`src/rtl/fsm_ck11_pkg.sv`:
```
// Shared types for the "11" transmitter and its detector mirror.
// Holds the transmitter states, the detector encoding and the hit-counter helper.
package fsm_ck11_pkg;

  typedef enum logic [1:0] {
    IDLE  = 2'b00,
    SHIFT = 2'b01,
    GAP   = 2'b10
  } tx_state_t;

  typedef enum logic [1:0] {
    S0 = 2'b00,
    S1 = 2'b01,
    S2 = 2'b10
  } det_state_t;

  localparam int HIT_W = 8;

  function automatic logic [HIT_W-1:0] sat_inc(input logic [HIT_W-1:0] v);
    return (v == {HIT_W{1'b1}}) ? v : v + 1'b1;
  endfunction

endpackage

```
`src/rtl/fsm_ck11_mirror.sv`:
```
// Mirror of the "11" detector: tracks the transmitted stream and counts cycles
// in which the detector would assert, saturating at 255.
module fsm_ck11_mirror
  import fsm_ck11_pkg::*;
(
  input  logic             clk,
  input  logic             rst,
  input  logic             clr,
  input  logic             en,
  input  logic             t,
  output logic [HIT_W-1:0] hit_cnt
);

  det_state_t       det_q, det_nx;
  logic [HIT_W-1:0] hit_nx;

  always_ff @(posedge clk) begin
    if (!rst) begin
      det_q   <= S0;
      hit_cnt <= '0;
    end else begin
      det_q   <= det_nx;
      hit_cnt <= hit_nx;
    end
  end

  // Clearing on acceptance drops history, so a "11" across two words is not counted.
  always_comb begin
    det_nx = det_q;
    hit_nx = hit_cnt;
    if (clr) begin
      det_nx = S0;
      hit_nx = '0;
    end else if (en) begin
      case (det_q)
        S0:      det_nx = t ? S1 : S0;
        S1, S2:  det_nx = t ? S2 : S0;
        default: det_nx = S0;
      endcase
      if (det_nx == S2) hit_nx = sat_inc(hit_cnt);
    end
  end

endmodule

```
`src/rtl/fsm_ck11_tx.sv`:
```
// Serial MSB-first word transmitter with repeat count and one-cycle zero gap.
// Defining FSM_CK11_TX_CHK_EN adds the detector mirror and the hit_cnt port.
//
// state | meaning
// IDLE  | waiting for load, T=0, ready=1
// SHIFT | driving word bits MSB-first on T
// GAP   | one forced-zero cycle between repetitions
module fsm_ck11_tx
  import fsm_ck11_pkg::*;
#(
  parameter int W     = 8,
  parameter int CNT_W = 4
) (
  input  logic             clk,
  input  logic             rst,
  input  logic [W-1:0]     din,
  input  logic [CNT_W-1:0] rep,
  input  logic             load,
  output logic             ready,
  output logic             T,
  output logic             busy,
  output logic             done
`ifdef FSM_CK11_TX_CHK_EN
  ,
  output logic [HIT_W-1:0] hit_cnt
`endif
);

  localparam int BW = $clog2(W);

  tx_state_t        state_q, state_nx;
  logic [W-1:0]     sr_q, sr_nx;
  logic [W-1:0]     word_q, word_nx;
  logic [BW-1:0]    bit_q, bit_nx;
  logic [CNT_W-1:0] rep_q, rep_nx;
  logic             t_nx, done_nx;

  always_ff @(posedge clk) begin
    if (!rst) begin
      state_q <= IDLE;
      sr_q    <= '0;
      word_q  <= '0;
      bit_q   <= '0;
      rep_q   <= '0;
      T       <= 1'b0;
      ready   <= 1'b1;
      busy    <= 1'b0;
      done    <= 1'b0;
    end else begin
      state_q <= state_nx;
      sr_q    <= sr_nx;
      word_q  <= word_nx;
      bit_q   <= bit_nx;
      rep_q   <= rep_nx;
      T       <= t_nx;
      ready   <= (state_nx == IDLE);
      busy    <= (state_nx != IDLE);
      done    <= done_nx;
    end
  end

  // T is registered, so the bit loaded into t_nx is the one visible next cycle;
  // sr_q always holds the bits still to be sent after the one on T.
  always_comb begin
    state_nx = state_q;
    sr_nx    = sr_q;
    word_nx  = word_q;
    bit_nx   = bit_q;
    rep_nx   = rep_q;
    t_nx     = 1'b0;
    done_nx  = 1'b0;
    case (state_q)
      IDLE: begin
        if (load) begin
          state_nx = SHIFT;
          word_nx  = din;
          sr_nx    = din << 1;
          t_nx     = din[W-1];
          bit_nx   = BW'(W - 1);
          rep_nx   = rep;
        end
      end
      SHIFT: begin
        if (bit_q != '0) begin
          t_nx   = sr_q[W-1];
          sr_nx  = sr_q << 1;
          bit_nx = bit_q - 1'b1;
        end else if (rep_q != '0) begin
          state_nx = GAP;
          rep_nx   = rep_q - 1'b1;
          sr_nx    = word_q;
        end else begin
          state_nx = IDLE;
          done_nx  = 1'b1;
        end
      end
      GAP: begin
        state_nx = SHIFT;
        t_nx     = sr_q[W-1];
        sr_nx    = sr_q << 1;
        bit_nx   = BW'(W - 1);
      end
      default: state_nx = IDLE;
    endcase
  end

`ifdef FSM_CK11_TX_CHK_EN
  logic accept;
  assign accept = ready & load;

  fsm_ck11_mirror u_mirror (
    .clk     (clk),
    .rst     (rst),
    .clr     (accept),
    .en      (busy),
    .t       (T),
    .hit_cnt (hit_cnt)
  );
`endif

endmodule

```
`config.mk`:
```
export PLATFORM = sky130hd
export DESIGN_NAME = fsm_ck11_tx
export DESIGN_NICKNAME = d
export VERILOG_FILES = /design/src/rtl/fsm_ck11_pkg.sv /design/src/rtl/fsm_ck11_mirror.sv /design/src/rtl/fsm_ck11_tx.sv
export SDC_FILE = /design/constraint.sdc
export NUM_CORES = 1
export LEC_CHECK = 0
export ABC_AREA = 1
export CORE_MARGIN = 2
export CORE_UTILIZATION = 45
export CTS_BUF_LIST = sky130_fd_sc_hd__clkbuf_8
export DETAILED_ROUTE_END_ITERATION = 10
export PLACE_DENSITY = 0.7
export SYNTH_ARGS = -nofsm -noshare
export SYNTH_HDL_FRONTEND = slang
export SYNTH_SLANG_ARGS = --single-unit
```
`constraint.sdc`:
```
create_clock -name clk -period 3 [get_ports clk]
set_input_delay 0.3 -clock clk [delete_from_list [all_inputs] [get_ports clk]]
set_output_delay 0.3 -clock clk [all_outputs]
set_load 0.005 [all_outputs]
```
==> run summary <==
cell internal pwr = 896 uW
commonest non-fill, non-tap cells in the layout = nor2_1 (38), nand2_1 (36), dfxtp_1 (29)
GPL Wtd Cong = 0.786
setup tns final = 0 ns
Worst setup EP type = register
Rows = 21
# clock sinks = 29
CP cell instances = inv_1 > ha_1 > inv_1 > nand2_1 > nand3_1 > nor2_1 > nor2_1
critical path class = register to register
syn_area_per_cell = 7.38 um^2
NumNets Final = 253
final wirelength = 3090 um
Switching Fraction = 34.7%
die area = 3930 um^2
CTS tree = built
Area Overhead vs Synth = 21.4%
Initial DRC Count = 69
Yosys top cell by area = dfxtp_1
GRT Total Usage = 18.4%
CP Launch Type = register
core area = 3310 um^2
largest net degree at the start of global routing = 21
Worst-path clk slew = 0.06 ns
Synth Area in Adders = 5.65%
Fin. Hold Viols = 0
Period minus WS final = 1.74 ns
largest family of logic cells by synthesized area = simple AND/OR/NAND/NOR gates
multi-input logic area = 840 um^2
run status = completed
leakage power = 0.000815 uW
max incr delay on CP = 0.57 ns
synth unique cells = 27
CP Max Fanout = 15
min-delay worst type = register to register
simple-gate share of the synthesized area = 36.0%
Clock Path Buffers = 2
hold buffers post-CTS = 0
Synth Instances = 210
max_slew headroom = 65.5%
grt ovf = 0
Final Power = 1370 uW
clk root buf = clkbuf_8
fillers = 318
Warnings, synthesis = 0
total number of vias = 1,351
Final Max Tran Viols = 0
Compound-Gate Fraction of Synth Area = 12.5%
Starting Density = 46.8%
I/O pin total = 19
vias in the first global route = 1,255
Synth Area in XOR/XNOR = 0%
Clock Skew = 0.00431 ns
vias per inst = 4.86
final number of setup-violating endpoints = 0
Synth area leaders = dfxtp_1 (37%), nor2_1 (9.2%), nand2_1 (8.7%), nand3_1 (7.7%), ha_1 (5.6%)
mux cell area share after synthesis = 0%
maxcap violations = 0
first-pass GRT wire length = 5640 um
Yosys top cell area share = 37.4%
Worst Path Arrival = 1.91 ns
post-route ant nets = 0
sequential share of power = 36.2%
share of cells above drive strength 1 = 11.6%
CP required = 3.17 ns
pwr/cell area = 730 nW/um^2
sequential area share after synthesis = 37.4%
DRC Markers = 0
Mapped Area = 1550 um^2
die width = 62.7 um
worst-margin pin slew = 0.517 ns
ant diodes = 0
Post-CTS Resized = 0
setup repair bufs after CTS = 0
unrepaired setup endpoints after global routing = no
NetSw = 477 uW
antenna violations before repair = 0
drt pass-1 iters = 4
Inserted Clock Buffers = 5
Fmax = 576 MHz
post-synthesis register bit count = 29
DIE HEIGHT = 62.7 um
CP max stage cell = ha_1
clock share of power = 30.3%
Cells after DPL = 270
latest clock arrival within the worst-skew pair = 0.28 ns
Logic pwr share = 33.5%
commonest non-fill, non-tap cell in the layout = nor2_1
CTS H-tree depth = 2
drt wl/cell = 11.1 um
VDD IR max = 0.302 mV
Period Utilization, post-route = 57.9%
Post-DP HPWL = 2260 um
Synth Net Count = 232
port bufs = 18
FF/Latch Area = 581 um^2
Final Non-Filler Cells = 278
==> layer usage <==
metal | up-vias | part of all wire (%) | GRT usage, %
met3 | 6 | 3.0 | 4.32
met1 | 594 | 52 | 25.4
met2 | 21 | 43 | 26.3
li1 | 730 | - | -
met4 | 0 | 2.2 | 10.0
met5 | - | 0 | 0
==> kinds of logic (layout without fill, tap and decap cells) <==
logic type / after synthesis / count (layout)
simple gates: 112 / 112
compound gates: 35 / 35
flops: 29 / 29
buf+inv: 27 / 49
fa+ha+maj: 7 / 7
==> Yosys cell counts <==
cell type and n:
a211oi_1 1, a21oi_1 7, a21oi_2 1, buf_2 3, buf_6 1, clkbuf_1 1
clkinv_8 1, dfxtp_1 29, ha_1 7, inv_1 16, inv_2 3, inv_4 2
nand2_1 36, nand2_2 4, nand2_8 1, nand3_1 24, nand3_2 1, nand3_4 4
nor2_1 38, nor2_8 1, nor3_1 3, o2111ai_1 1, o21a_1 1, o21ai_0 14
o21ai_1 8, o21ai_2 1, o31ai_1 1
==> critical path: cells and delay by family (launching register included) <==
family        cells  cell delay [ns]
fa+ha+maj         1             0.57
buf+inv           2             0.33
flops             1             0.37
simple gates      4             0.35
==> state kept, by name, summed over array words and instances, names as in the netlist <==
signal   cells
sr_q         8
word_q       8
rep_q        4
bit_q        3
state_q      2
T            1
busy         1
done         1
ready        1
==> final timing paths <==
path / cells past startpoint / slack, ns / endpoint / start
min reg2reg: 2 / 0.47 / word_q[0] / word_q[0]
min: 2 / 0.47 / word_q[0] / word_q[0]
max: 7 / 1.26 / sr_q[6] / state_q[0]
max reg2reg: 7 / 1.26 / sr_q[6] / state_q[0]
==> stage by stage <==
stage	hold slack, ns	worst slack (ns)	area [um^2]	utilization [%]
3_3_place_gp	0.441	1.20	1770	53.3
6_report	0.465	1.26	1880	56.8
4_1_cts	0.462	1.25	1880	56.8
3_5_place_dp	0.453	1.19	1770	53.3
5_1_grt	0.491	1.10	1880	56.8
2_1_floorplan	0.431	1.59	1550	-
==> layout make-up <==
cell class	instances	area share (%)
clock buffers	6	4.39
clock inverters	2	1.80
inverters	22	5.32
multi-input cells	154	44.6
flip-flops and latches	29	30.9
well taps	46	3.06
repair buffers	19	9.97
==> power by group through the flow <==
stage,logic [uW],registers [uW],clock network [uW]
finish,460,497,416
global route,527,506,444
CTS,460,497,423
detailed placement,457,505,0
global placement,456,507,0
floorplan,362,497,0
Power figures use the tool's default switching activity.
